==> src/rtl/spawn_scheduler.sv <==
// spawn_scheduler
//   Turns the game PRNG word into periodic trash-spawn requests on a grid.
//   A free-running frame-tick counter opens one spawn attempt every PERIOD
//   ticks. During an attempt one rand_in sample is taken per clock. Samples
//   that fall outside the grid are retried, up to RETRY_LIMIT samples. An
//   accepted coordinate is offered to the object manager. The number of live
//   objects is tracked so that no more than MAX_ACTIVE exist at once.
//
// Handshake: spawn_valid rises with stable spawn_x/spawn_y. Both hold until a
//   clock edge samples spawn_valid & spawn_ready, which completes the transfer.
//   The request is never withdrawn (not even by enable=0). spawn_ready is
//   ignored while spawn_valid=0.
//
// Ports:
//   clk, reset     clock; asynchronous active-high reset
//   enable         level, 1 = scheduling runs
//   tick           one-clock frame pulse
//   rand_in[15:0]  PRNG word: x = [5:0], y = [10:6], [15:11] unused
//   spawn_valid    request pending (out)
//   spawn_ready    object manager accepts the request (in)
//   spawn_x[5:0]   spawn column (out)
//   spawn_y[4:0]   spawn row (out)
//   collected      one-clock pulse: one live object was removed
//   active_count   live spawned objects (out)
//   spawn_skip     one-clock pulse: the period expired while full
//   retry_fail     one-clock pulse: RETRY_LIMIT samples were all off-grid
//   dbg_state[1:0] FSM state: 0 IDLE, 1 WAIT, 2 SAMPLE, 3 OFFER
module spawn_scheduler #(
   parameter int GRID_W      = 40,
   parameter int GRID_H      = 30,
   parameter int PERIOD      = 60,
   parameter int MAX_ACTIVE  = 8,
   parameter int RETRY_LIMIT = 16
) (
   input  logic        clk,
   input  logic        reset,
   input  logic        enable,
   input  logic        tick,
   input  logic [15:0] rand_in,
   output logic        spawn_valid,
   input  logic        spawn_ready,
   output logic [5:0]  spawn_x,
   output logic [4:0]  spawn_y,
   input  logic        collected,
   output logic [3:0]  active_count,
   output logic        spawn_skip,
   output logic        retry_fail,
   output logic [1:0]  dbg_state
);

   localparam int TW = (PERIOD > 1) ? $clog2(PERIOD) : 1;
   localparam int RW = (RETRY_LIMIT > 1) ? $clog2(RETRY_LIMIT) : 1;
   localparam logic [TW-1:0] TICK_LAST  = TW'(PERIOD - 1);
   localparam logic [RW-1:0] RETRY_LAST = RW'(RETRY_LIMIT - 1);
   localparam logic [3:0]    MAX_CNT    = 4'(MAX_ACTIVE);
   localparam logic [6:0]    GRID_W_L   = 7'(GRID_W);
   localparam logic [5:0]    GRID_H_L   = 6'(GRID_H);

   typedef enum logic [1:0] {
      S_IDLE   = 2'd0,
      S_WAIT   = 2'd1,
      S_SAMPLE = 2'd2,
      S_OFFER  = 2'd3
   } state_t;

   state_t          state_q, state_d;
   logic [TW-1:0]   tick_cnt_q, tick_cnt_d;
   logic [RW-1:0]   retry_cnt_q, retry_cnt_d;
   logic [5:0]      x_q, x_d;
   logic [4:0]      y_q, y_d;
   logic [3:0]      count_q, count_d;
   logic            skip_q, skip_d;
   logic            fail_q, fail_d;

   logic [5:0]      cand_x;
   logic [4:0]      cand_y;
   logic            cand_ok;
   logic            expire;
   logic            full;
   logic            handshake;
   logic            unused_rand_hi;

   assign cand_x         = rand_in[5:0];
   assign cand_y         = rand_in[10:6];
   assign unused_rand_hi = ^rand_in[15:11];
   assign cand_ok        = ({1'b0, cand_x} < GRID_W_L) && ({1'b0, cand_y} < GRID_H_L);
   assign expire         = tick && (tick_cnt_q == TICK_LAST);
   assign full           = (count_q >= MAX_CNT);
   // spawn_valid is the OFFER state itself, so reset drops it at once.
   assign handshake      = (state_q == S_OFFER) && spawn_ready;

   // State register and datapath registers.
   always_ff @(posedge clk or posedge reset) begin
      if (reset) begin
         state_q     <= S_IDLE;
         tick_cnt_q  <= '0;
         retry_cnt_q <= '0;
         x_q         <= '0;
         y_q         <= '0;
         count_q     <= '0;
         skip_q      <= 1'b0;
         fail_q      <= 1'b0;
      end else begin
         state_q     <= state_d;
         tick_cnt_q  <= tick_cnt_d;
         retry_cnt_q <= retry_cnt_d;
         x_q         <= x_d;
         y_q         <= y_d;
         count_q     <= count_d;
         skip_q      <= skip_d;
         fail_q      <= fail_d;
      end
   end

   // Next-state logic, including the tick and retry counters.
   always_comb begin
      state_d     = state_q;
      tick_cnt_d  = tick_cnt_q;
      retry_cnt_d = retry_cnt_q;
      // The period counter runs through WAIT, SAMPLE and OFFER alike; only
      // WAIT acts on an expiry, so an expiry elsewhere is simply lost.
      if (tick) begin
         tick_cnt_d = (tick_cnt_q == TICK_LAST) ? '0 : tick_cnt_q + TW'(1);
      end
      case (state_q)
         S_IDLE: begin
            tick_cnt_d = '0;
            if (enable) state_d = S_WAIT;
         end
         S_WAIT: begin
            if (!enable) begin
               state_d    = S_IDLE;
               tick_cnt_d = '0;
            end else if (expire && !full) begin
               state_d     = S_SAMPLE;
               retry_cnt_d = '0;
            end
         end
         S_SAMPLE: begin
            if (!enable) begin
               state_d    = S_IDLE;
               tick_cnt_d = '0;
            end else if (cand_ok) begin
               state_d = S_OFFER;
            end else if (retry_cnt_q == RETRY_LAST) begin
               state_d = S_WAIT;
            end else begin
               retry_cnt_d = retry_cnt_q + RW'(1);
            end
         end
         S_OFFER: begin
            // A pending request always completes; enable is only looked at
            // once the transfer happens.
            if (handshake) begin
               if (enable) begin
                  state_d = S_WAIT;
               end else begin
                  state_d    = S_IDLE;
                  tick_cnt_d = '0;
               end
            end
         end
         default: state_d = S_IDLE;
      endcase
   end

   // Registered outputs: coordinates, live count and status pulses.
   always_comb begin
      x_d     = x_q;
      y_d     = y_q;
      count_d = count_q;
      skip_d  = (state_q == S_WAIT) && enable && expire && full;
      fail_d  = (state_q == S_SAMPLE) && enable && !cand_ok && (retry_cnt_q == RETRY_LAST);
      if ((state_q == S_SAMPLE) && enable && cand_ok) begin
         x_d = cand_x;
         y_d = cand_y;
      end
      // A spawn and a collection in the same clock cancel out.
      if (handshake && !collected) begin
         count_d = count_q + 4'd1;
      end else if (!handshake && collected && (count_q != 4'd0)) begin
         count_d = count_q - 4'd1;
      end
   end

   assign spawn_valid  = (state_q == S_OFFER);
   assign spawn_x      = x_q;
   assign spawn_y      = y_q;
   assign active_count = count_q;
   assign spawn_skip   = skip_q;
   assign retry_fail   = fail_q;
   assign dbg_state    = state_q;

endmodule

==> config.mk <==
export PLATFORM = sky130hd
export DESIGN_NAME = spawn_scheduler
export DESIGN_NICKNAME = d
export VERILOG_FILES = /design/src/rtl/spawn_scheduler.sv
export SDC_FILE = /design/constraint.sdc
export NUM_CORES = 1
export LEC_CHECK = 0
export ABC_AREA = 1
export CAP_MARGIN = 20
export CORE_ASPECT_RATIO = 0.75
export CORE_MARGIN = 3
export CORE_UTILIZATION = 48
export DETAILED_ROUTE_END_ITERATION = 6
export PLACE_DENSITY = 0.83
export SYNTH_ARGS = -nofsm -noshare
export SYNTH_HDL_FRONTEND = slang
export SYNTH_SLANG_ARGS = --single-unit
export TNS_END_PERCENT = 20
==> constraint.sdc <==
create_clock -name clk -period 2.3 [get_ports clk]
set_input_delay 0.23 -clock clk [delete_from_list [all_inputs] [get_ports clk]]
set_output_delay 0.23 -clock clk [all_outputs]
set_load 0.1 [all_outputs]
==> qor.yml <==
clocking:
  post_cts_resize_count: 0
  clk_pin_slew_ns: 0.06
  clkLatencyLatePin_ns: 0.28
  clock_tree_from_tritoncts: "yes"
  cts_root_buffer: "sky130_fd_sc_hd__clkbuf_8"
  holdBufCountCts: 0
  tritoncts_num_sinks: 29
  numCtsBuffers: 5
  post-cts-setup-buffer-count: 0
  htreeDepth: 2
  clockBufferDepth: 2
synth:
  synth_top_area_frac: 0.450
  synthesis.area_per_instance_um2: 8.02
  yosysTopAreaCell: "sky130_fd_sc_hd__dfrtp_1"
  synth_edf_count: 0
  ys_ff_latch: 29
  seq_area_frac_synth: 0.450
  synth_top_cells_by_area: "sky130_fd_sc_hd__dfrtp_1, sky130_fd_sc_hd__nand2_1, sky130_fd_sc_hd__ha_1"
  synth_async_sr_flop_share: 1.00
  yosys.cell_types.count: 25
  netlist_instances: 201
  synthesis.area_um2: 1610
  synth.net_count: 233
  synth_ff_type: "sky130_fd_sc_hd__dfrtp_1"
  yosys_warnings: 0
  synthMostInstantiatedCell: "sky130_fd_sc_hd__nand2_1"
  synth_commonest_cells: "sky130_fd_sc_hd__nand2_1, sky130_fd_sc_hd__dfrtp_1, sky130_fd_sc_hd__inv_1, sky130_fd_sc_hd__nor2_1, sky130_fd_sc_hd__ha_1"
critical_path:
  crit_fanout: 6
  rr_endpoint: "active_count[3]"
  critPathLaunchType: "register"
  worstPathArrival_ns: 2.04
  critical_path.max_stage_delay_ns: 0.47
  worst_path_dominant_cell_family: "simple AND/OR/NAND/NOR gates"
  cpMaxStageDelayCell: "sky130_fd_sc_hd__dfrtp_4"
  worst_r2r_path_depth: 10
  required_ns: 2.48
  startpoint_to_endpoint_class_of_the_critical_path: "register to register"
  setup.reg_to_reg.worst_slack_ns: 0.44
  r2r-start: "dbg_state[0]"
  critical_path.endpoint_type: "register"
  crit_chain: "ha_4 -> nand2_1 -> or2_4 -> ha_1 -> nand2_1 -> nand2_1 -> o21ai_1 -> nand2_1 -> nand2_1 -> nand2_1"
  crit_path_frequent_cell: "sky130_fd_sc_hd__nand2_1"
  critPathBufInv: 0
placement:
  finalWeightedCongestion: 0.788
  dpl.hpwl_um: 2530
  number_of_input_and_output_port_buffers_inserted: 36
route:
  residual_drc: 0
  detail_route.wl_per_cell_um: 11.6
  viasPerCell: 4.78
  met2_wirelength_um: 1410
  drt_first_iter_violations: 51
  number_of_detailed_routing_iterations_run_before_antenna_repair: 4
  via_total_after_detailed_routing: 1353
  topRoutingLayerUsed: "met4"
  met3WireLength_um: 193
  drt_wl_total_um: 3280
  met1_length_um: 1600
  drt.antenna.violating_nets: 0
layout:
  layout.area.seq_um2: 733
  antenna_cells_inserted: 0
  multi_input_area_um2: 798
  finish.net_count: 276
  fill_cells: 269
  final_layout_size_suffix_gt1_frac: 0.192
  utilization: 0.677
  area_growth_pct: 28.6
timing:
  finalHoldViolations: 0
  timing.final.setup_violations: 0
  max-slew-margin-rel: 0.809
  layout_min_cycle_time_ns: 1.86
  final.hold.worst_slack_ns: 0.0994
  setup-tns-final_ns: 0
  rsz0062_at_grt: "no"
  finalCritPeriodShare: 0.809
  worst_pin_slew_ns: 0.286
  finalMaxSlewViolations: 0
  finalClockSkew_ns: 0.00819
  max_freq_ghz: 0.537
worst_hold_path:
  hold_path.class: "input pin to asynchronous set/reset pin"
global_route:
  grt_overflow: 0
  grt_max_degree: 16
  antenna_violations_before_repair: 0
  first_pass_grt_wire_length_um: 5910
  grt_pass1_vias: 1367
  grt_util_all_layers: 0.183
power:
  p_per_area_nw_per_um2: 1530
  internal_w: 0.00132
  combPwrFrac: 0.615
  sw_power_w: 0.00185
  p_clk_frac: 0.128
  ir_drop_v: 0.00112
  sequentialPowerShare: 0.256
  static-leakage-power_nw: 1.10
  power.share.switching: 0.584
floorplanning:
  die_h_um: 56.2
  io_pins: 42
  starting_density: 0.526
  floorplan.rows: 17
  core_region_area_um2: 3060
  fp.dieArea_um2: 4100
  fp.dieW_um: 72.9
outcome:
  run_status: "finished, final reports clean"
flow_run:
  maxCapViolations: 0
routing by layer:
metal | vias to the layer above | track usage
li1 | 711 | -
met1 | 605 | 0.246
met2 | 29 | 0.267
met3 | 8 | 0.0632
met4 | 0 | 0.0737
met5 | - | 0
placed cells by master, fill, tap and decap left out, types with 7 or more instances in the layout:
cell type | synthesis | final
sky130_fd_sc_hd__ha_1 | 9 | 8
sky130_fd_sc_hd__nand2_1 | 78 | 78
sky130_fd_sc_hd__buf_4 | 0 | 22
sky130_fd_sc_hd__inv_1 | 21 | 21
sky130_fd_sc_hd__nor2_1 | 14 | 14
sky130_fd_sc_hd__dfrtp_1 | 29 | 27
sky130_fd_sc_hd__nand3_1 | 7 | 7
sky130_fd_sc_hd__clkdlybuf4s50_1 | 0 | 16
sky130_fd_sc_hd__nand4_1 | 7 | 7
kinds of logic (layout without fill, tap and decap cells):
kind of cell / after synthesis / after routing / synth area share
mux: 1 / 1 / 0.00621
compound gates: 8 / 8 / 0.0248
xor+xnor: 6 / 6 / 0.0326
fa+ha+maj: 10 / 10 / 0.0823
simple gates: 122 / 122 / 0.340
buf+inv: 25 / 69 / 0.0637
flops: 29 / 29 / 0.450
how the worst max path moves through the flow:
stage | start | end | slack [ns] | cells after the start
2_1_floorplan | dbg_state[1] | active_count[3] | 0.02 | 10
3_3_place_gp | spawn_ready | active_count[3] | 0.37 | 10
3_5_place_dp | spawn_ready | active_count[3] | 0.35 | 10
4_1_cts | dbg_state[0] | active_count[3] | 0.44 | 10
5_1_grt | dbg_state[0] | active_count[3] | 0.28 | 11
6_report | dbg_state[0] | active_count[3] | 0.44 | 10
through the flow:
step | std cells | cell area [µm²] | setup slack (ns) | total power, W
after global routing | 283 | 2070 | 0.277 | 0.00336
after detailed placement | 275 | 1990 | 0.347 | 0.00278
after floorplan | 201 | 1630 | 0.0214 | 0.00237
after CTS | 283 | 2070 | 0.438 | 0.00319
after global placement | 275 | 1990 | 0.367 | 0.00274
final | 283 | 2070 | 0.439 | 0.00317
layout make-up:
class	instances	share of cell area
Inverter	23	0.0416
Sequential cell	29	0.354
Multi-Input combinational cell	147	0.385
Clock inverter	2	0.00483
Timing Repair Buffer	38	0.157
Tap cell	38	0.0229
Clock buffer	6	0.0350
power groups by stage:
| stage | logic (W) | registers, W | clock network [W] |
|---|---|---|---|
| floorplan | 0.000542 | 0.00183 | 0 |
| global placement | 0.00193 | 0.000815 | 0 |
| detailed placement | 0.00197 | 0.000813 | 0 |
| CTS | 0.00197 | 0.000813 | 0.000411 |
| global route | 0.00208 | 0.000839 | 0.000434 |
| finish | 0.00195 | 0.000813 | 0.000406 |
flip-flops by register name (all words and copies together) (netlist names):
name and flops:
retry_fail 1, spawn_x 6, active_count 4, tick_cnt_q 6, retry_cnt_q 4, spawn_y 5
spawn_skip 1, dbg_state 2
(Power assumes the default switching activity.)
